<file path="config.mk">
export PLATFORM = sky130hd
export DESIGN_NAME = detector_scheduler
export DESIGN_NICKNAME = d
export VERILOG_FILES = /design/src/rtl/detector_scheduler.sv
export SDC_FILE = /design/constraint.sdc
export NUM_CORES = 1
export LEC_CHECK = 0
export BUFFER_PORTS_ARGS = -buffer_cell sky130_fd_sc_hd__buf_2
export CAP_MARGIN = 10
export CORE_AREA = 2 2 63 76
export DETAILED_ROUTE_END_ITERATION = 8
export DIE_AREA = 0 0 65 78
export GPL_TIMING_DRIVEN = 0
export HOLD_SLACK_MARGIN = 0.1
export PLACE_DENSITY = 0.79
export SKIP_CTS_REPAIR_TIMING = 1
export SLEW_MARGIN = 20
export SYNTH_ARGS = -nofsm -noshare
export SYNTH_HDL_FRONTEND = slang
export SYNTH_SLANG_ARGS = --single-unit
</file>
<file path="constraint.sdc">
create_clock -name clk -period 2.2 [get_ports clk]
set_clock_uncertainty 0.2 [all_clocks]
set_input_delay 0.44 -clock clk [delete_from_list [all_inputs] [get_ports clk]]
set_output_delay 0.44 -clock clk [all_outputs]
set_load 0.02 [all_outputs]
</file>
<file path="src/rtl/detector_scheduler.sv">
// detector_scheduler: arbitrates two requesters onto one enable-less sequence detector,
// buffering each burst and replaying it gap-free from a cleared detector to count led hits.
module detector_scheduler #(
  parameter int DEPTH = 8,
  localparam int CW = $clog2(DEPTH + 1)
) (
  input  logic          clk,
  input  logic          reset,
  input  logic [1:0]    req_valid,
  input  logic [3:0]    req_sym,
  input  logic [1:0]    req_last,
  output logic [1:0]    req_ready,
  output logic [1:0]    det_x,
  output logic          det_clr,
  input  logic          det_led,
  output logic          res_valid,
  output logic          res_id,
  output logic          res_hit,
  output logic [CW-1:0] res_count,
  output logic          res_ovf,
  output logic          busy
);
  localparam int AW = $clog2(DEPTH);
  typedef enum logic [2:0] {IDLE, LOAD, PLAY, DRAIN, REPORT} state_t;
  state_t state_q, state_d;
  logic g_q, g_d, prio_q, prio_d;
  logic [CW-1:0] n_q, n_d, k_q, k_d, count_q, count_d, n_inc, k_inc;
  logic ovf_q, ovf_d;
  logic [1:0] det_x_q, det_x_d, sym, play_sym;
  logic det_clr_q, det_clr_d;
  logic res_valid_q, res_valid_d, res_id_q, res_id_d, res_hit_q, res_hit_d, res_ovf_q, res_ovf_d;
  logic [CW-1:0] res_count_q, res_count_d;
  logic hs, samp, wr_en, rep;
  logic [1:0] buf_q [DEPTH];
  always_comb begin
    state_d = state_q;
    g_d = g_q;
    prio_d = prio_q;
    n_d = n_q;
    k_d = k_q;
    count_d = count_q;
    ovf_d = ovf_q;
    wr_en = 1'b0;
    sym = g_q ? req_sym[3:2] : req_sym[1:0];
    hs = state_q == LOAD && req_valid[g_q];
    n_inc = n_q + CW'(1);
    k_inc = k_q + CW'(1);
    samp = ((state_q == PLAY && k_q != '0) || state_q == DRAIN) && det_led;
    case (state_q)
      IDLE: if (|req_valid) begin
        // prio_q names the requester that wins the next tie
        g_d = &req_valid ? prio_q : req_valid[1];
        prio_d = ~g_d;
        state_d = LOAD;
      end
      LOAD: if (hs) begin
        wr_en = 1'b1;
        n_d = n_inc;
        if (req_last[g_q] || n_inc == CW'(DEPTH)) begin
          state_d = PLAY;
          k_d = '0;
          ovf_d = ~req_last[g_q];
        end
      end
      PLAY: begin
        k_d = k_inc;
        state_d = k_inc == n_q ? DRAIN : PLAY;
      end
      DRAIN: state_d = REPORT;
      REPORT: begin
        state_d = IDLE;
        n_d = '0;
        count_d = '0;
        ovf_d = 1'b0;
      end
      default: state_d = IDLE;
    endcase
    if (samp && count_q != CW'(DEPTH)) count_d = count_q + CW'(1);
    play_sym = state_q == LOAD ? (n_q == '0 ? sym : buf_q[0]) : buf_q[AW'(k_inc)];
    det_x_d = state_d == PLAY ? play_sym : 2'b00;
    det_clr_d = !(state_d == PLAY || state_d == DRAIN);
    rep = state_d == REPORT;
    res_valid_d = rep;
    res_id_d = rep ? g_q : res_id_q;
    res_count_d = rep ? count_d : res_count_q;
    res_hit_d = rep ? count_d != '0 : res_hit_q;
    res_ovf_d = rep ? ovf_q : res_ovf_q;
  end
  always_ff @(posedge clk or posedge reset) begin
    if (reset) begin
      state_q <= IDLE;
      g_q <= 1'b0;
      prio_q <= 1'b1;
      n_q <= '0;
      k_q <= '0;
      count_q <= '0;
      ovf_q <= 1'b0;
      det_x_q <= 2'b00;
      det_clr_q <= 1'b1;
      res_valid_q <= 1'b0;
      res_id_q <= 1'b0;
      res_hit_q <= 1'b0;
      res_count_q <= '0;
      res_ovf_q <= 1'b0;
    end else begin
      state_q <= state_d;
      g_q <= g_d;
      prio_q <= prio_d;
      n_q <= n_d;
      k_q <= k_d;
      count_q <= count_d;
      ovf_q <= ovf_d;
      det_x_q <= det_x_d;
      det_clr_q <= det_clr_d;
      res_valid_q <= res_valid_d;
      res_id_q <= res_id_d;
      res_hit_q <= res_hit_d;
      res_count_q <= res_count_d;
      res_ovf_q <= res_ovf_d;
    end
  end
  always_ff @(posedge clk) begin
    if (wr_en) buf_q[AW'(n_q)] <= sym;
  end
  assign req_ready = state_q == LOAD ? (g_q ? 2'b10 : 2'b01) : 2'b00;
  assign busy = state_q != IDLE;
  assign det_x = det_x_q;
  assign det_clr = det_clr_q;
  assign res_valid = res_valid_q;
  assign res_id = res_id_q;
  assign res_hit = res_hit_q;
  assign res_count = res_count_q;
  assign res_ovf = res_ovf_q;
endmodule

</file>
After elaboration in Yosys (flattened, before gate mapping)
Memories as Yosys holds them, arrays and structs flattened. Cells that the tools add are included. Widths: inputs -> output; s select.

Add/sub/neg operators: 3. Multiply operators: 0. Div/mod/pow operators: 0. Magnitude comparators: 1. Eq/ne operators: 12. Shift-type cells: 0. Muxes and demuxes: 30. Bitwise operators: 2. Reductions and logical operators: 21.

Operators by type and width (count): $mux 4 (5); $pmux 4 s2 (2); $add 4x1->4 const B (3); $eq 3x2->1 const B (4); $mux 1 (12); $mux 2 (6); $pmux 3 s4 (1); $mux 3 (3); $reduce_bool 4->1 (2); $eq 3x3->1 const B (2); $reduce_and 2->1 (3); $reduce_and 3->1 (2); $eq 4x4->1 (1); $eq 4x4->1 const B (1); $logic_and 1x1->1 (4); $logic_not 4->1 (1); $ne 4x4->1 const B (1); $reduce_bool 2->1 (2); $eq 3x1->1 const B (1); $logic_not 3->1 (1); $logic_or 1x1->1 (3); $reduce_bool 3->1 (1); $lt 1x2->1 const B (1); $ne 2x1->1 const B (1); 5 further kinds (6).

Flip-flop bits (word level): 29. Latch bits: 0. Bits in writable memories: 16. Memory bits (read-only): 0. Input bits: 11. Output and inout bits: 14. Logic and storage cells: 84. Memories kept: 1.

Memory list: buf_q (words 8, bits a word 2, rd ports 2, clocked after Yosys merged registers in 0, write ports 1, RTL line 34) `logic [1:0] buf_q [DEPTH];`.

Depth between registers and ports, before layout
Depth in word-level cells: 9. Gate-level depth with buffers: 8. Mapped depth without buffers: 7.

Worst setup path after synthesis
Ideal clock, no wire load.

Path kind: reg-to-reg. From: register k_q[0]. To: register det_x_q[0] (netlist: det_x[0]). Setup time: 0.119 ns. Arrival time: 2.134 ns. Required time: 1.881 ns. Setup slack: -0.253 ns. Stages on the path, launching flop included: 9. Path buffers: 2. Clock period less this slack: 2.453 ns. Cells stage by stage: dfrtp_1 > clkbuf_1 > inv_1 > ha_1 > clkbuf_1 > mux4_2 > mux2i_1 > o22ai_1 > and2_1.

Cells in the longest elaborated chain, start to end: 6. Elaborated cells on any way between the ends: 8. Those cells by class: 1 x add/sub; 2 x eq/ne; 4 x mux; 1 x memory.

Ends and longest elaborated chain: start, declared (RTL line 27) `logic [CW-1:0] n_q, n_d, k_q, k_d, count_q, count_d, n_inc, k_inc;`; start signal, assigned (RTL line 110) `k_q <= k_d;`; $add 4x1->4 * (RTL line 47) `k_inc = k_q + CW'(1);`; $eq 4x4->1 (RTL line 67) `state_d = k_inc == n_q ? DRAIN : PLAY;`; $mux 1 (RTL line 67); $pmux 3 s4 (RTL line 49) `case (state_q)`; $eq 3x2->1 (RTL line 80) `det_x_d = state_d == PLAY ? play_sym : 2'b00;`; $mux 2 * (RTL line 80); net det_x_d[0] (RTL line 29) `logic [1:0] det_x_q, det_x_d, sym, play_sym;`; end signal, assigned (RTL line 113) `det_x_q <= det_x_d;`; end, declared (RTL line 29).

The timed path passes the listed nets; every way through them passes the cells marked *. A chain may end at the register's enable or synchronous reset.

Worst setup path after layout
Ends and elaborated chain as after synthesis.

==> impl_metrics.toml <==
[global_route]
grt_max_degree = 30
first_global_vias = 1493
grt_pass1_wl_um = 6617
grt_overflow = 0
antenna_found_initial = 0
globalRouteTotalUtil_pct = 16.94

[cells_and_area]
final_common_cell = "dfrtp_1"
most_frequent_cells_in_the_layout = "dfrtp_1, nand2_1, buf_2"
final_layout_size_suffix_gt1_share_pct = 27.47
flow.area_growth_from_synthesis_pct = 17.75
postLayoutCellArea_um2 = 2565
antenna_diode_count = 0
layout.core_utilization_pct = 60.19
fin_nets = 249

[synth]
synth-seq-area-share_pct = 55.49
syn_avg_cell_area_um2 = 11.06
synth_enable_flop_cells = 16
synthFlopType = "dfrtp_1"
synth_top_area_share_pct = 31.02
synth_area_leader_cell = "dfrtp_1"
yosys_register_bits = 45
number_of_standard_cells_after_synthesis = 197
synth_fp_nets = 214
synthDistinctLibCells = 41
mappedNetlistArea_um2 = 2178
synthTopCellsByArea = "dfrtp_1, edfxtp_1, nand2_1"
postSynth.asyncResetShare_pct = 64.44
synth.yosys.warnings = 0

[worst_setup_path]
crit_path_start_kind = "flop"
worst_r2r_startpoint = "k_q[0]"
critPathArrivalTime_ns = 2.14
reg2reg_slack_ns = 0.05
cp_max_fo = 5
worst_ep_required_time_ns = 2.20
startpoint_to_endpoint_class_of_the_critical_path = "reg2reg"
setup_crit_end_kind = "flop"
rr_worst_depth = 8
regToRegEndpoint = "det_x[0]"

[routing]
detailedRoute.firstPassIterationCount = 4
drtAntennaViolNets = 0
drcViolationCount = 0
routed_wl_um = 4057
detailedRoute.firstIterationViolations = 81
wire_per_inst_um = 14.04
via_count = 1524
via_per_inst = 5.273

[die]
start_util_pct = 51.12
floorplan.die_area_um2 = 5070
io_pins = 25
die_y_um = 78
die-width_um = 65
coreArea_um2 = 4262
std_cell_rows = 26

[cts]
cts_root_buf = "clkbuf_8"
cts_made_buffers = 5
cts_max_level = 2
cts.clk_slew.worst_paths_ns = 0.09
cts.sink_count = 45
tritoncts = "yes"
clock_path_buffers = 2
clock_insertion_delay_at_the_later_pin_of_the_skew_report_ns = 0.31

[sta]
finalCritPeriodShare_pct = 97.51
tightestPinTransition_ns = 0.5908
timing.final.crit_period_ns = 2.145
finalSetupTns_ns = 0
setup_viol = 0
timing_max_transition_violations_final = 0
hold_violation_total_from_the_final_report = 0
max_clock_freq_mhz = 466.1
maxSlewHeadroom_pct = 60.55
holdWs_ns = 0.1381

[power_and_ir_drop]
total_power_mw = 3.379
leakage_nw = 1.130
power_density_nw_per_um2 = 1317
max-vdd-ir-drop_v = 0.0006653

[outcome]
result_of_the_run = "finished clean"

[place]
place_congestion = 0.7890
placedInstanceArea_um2 = 2374
portbufs = 24
hpwl_um = 2969

[worst_hold_path]
hold_class = "in2reg"
hold_path.startpoint = "req_valid[1]"
worst_hold_path.num_cells = 2
hold-path-endpoint = "prio_q"

[run]
max_capacitance_violation_count = 0
sequential cells by signal, indices dropped and copies added, names as in the netlist:
signal / cells
res_ovf: 1
res_id: 1
g_q: 1
count_q: 4
res_count: 4
res_hit: 1
det_clr: 1
res_valid: 1
prio_q: 1
det_x: 2
buf_q: 16
state_q: 3
n_q: 4
ovf_q: 1
k_q: 4
metrics by stage:
stage | std cells | setup WS (ns)
after floorplan | 197 | 0.02783
after global placement | 277 | -0.1568
after detailed placement | 277 | -0.1936
after CTS | 285 | -0.2122
after global routing | 289 | -0.02636
final | 289 | 0.05475
Yosys cell counts, types with 2 or more instances:
| master | n |
|---|---|
| dfstp_2 | 2 |
| nand2_1 | 25 |
| edfxtp_1 | 16 |
| nor2b_1 | 2 |
| nor2_1 | 20 |
| dfrtp_1 | 27 |
| nand3_1 | 2 |
| a21oi_1 | 10 |
| ha_1 | 6 |
| clkbuf_1 | 5 |
| mux2i_1 | 7 |
| mux4_2 | 4 |
| nor3b_1 | 3 |
| o21ai_0 | 9 |
| nand2b_1 | 2 |
| and2_1 | 2 |
| xnor2_1 | 3 |
| o22ai_1 | 2 |
| a21boi_0 | 2 |
| a31oi_1 | 4 |
| nor3_1 | 5 |
| mux2_2 | 4 |
| xor2_1 | 4 |
| inv_1 | 14 |
metal layers:
metal	track usage [%]	up-vias	routed length, µm
li1	-	746	-
met1	19.79	756	1719
met2	30.41	15	2182
met3	3.478	7	91
met4	5.745	0	64
met5	0	-	0
power by group:
group	internal [mW]	leakage (nW)	switching, mW
logic	0.669	0.570	0.868
clock network	0.225	0.0445	0.289
registers	1.13	0.515	0.194
total	2.03	1.13	1.35
critical path, stage by stage, from the launching register on:
cell and delay, ns:
dfrtp_1 0.38, buf_6 0.12, inv_1 0.06, ha_1 0.28
buf_6 0.12, mux4_2 0.48, mux2i_1 0.16, o22ai_1 0.08
and2_1 0.15
cell families after synthesis:
logic type      share of synthesized area, %
xor+xnor                               2.815
mux                                    9.420
buf+inv                                4.136
flops                                  55.49
simple gates                           15.68
compound gates                         9.018
fa+ha+maj                              3.446
layout make-up:
type	instances	area, µm²
inverters	14	52.55
flip-flops and latches	45	1210
clock inverters	3	21.27
clock buffers	5	68.82
well taps	56	70.07
fillers	354	1697
repair buffers	30	170.2
plain buffers	5	41.29
multi-input cells	131	930.9
worst max path at each step:
| stage | startpoint | to | slack [ns] | cells after the start |
|---|---|---|---|---|
| final | k_q[0] | det_x[0] | 0.05 | 8 |
| after global routing | k_q[0] | det_x[1] | -0.03 | 8 |
| after CTS | k_q[0] | det_x[1] | -0.21 | 8 |
| after detailed placement | k_q[0] | det_x[1] | -0.19 | 8 |
| after global placement | k_q[0] | res_hit | -0.16 | 8 |
| after floorplan | k_q[0] | det_x[0] | 0.03 | 8 |
Power figures use the tool's default switching activity.
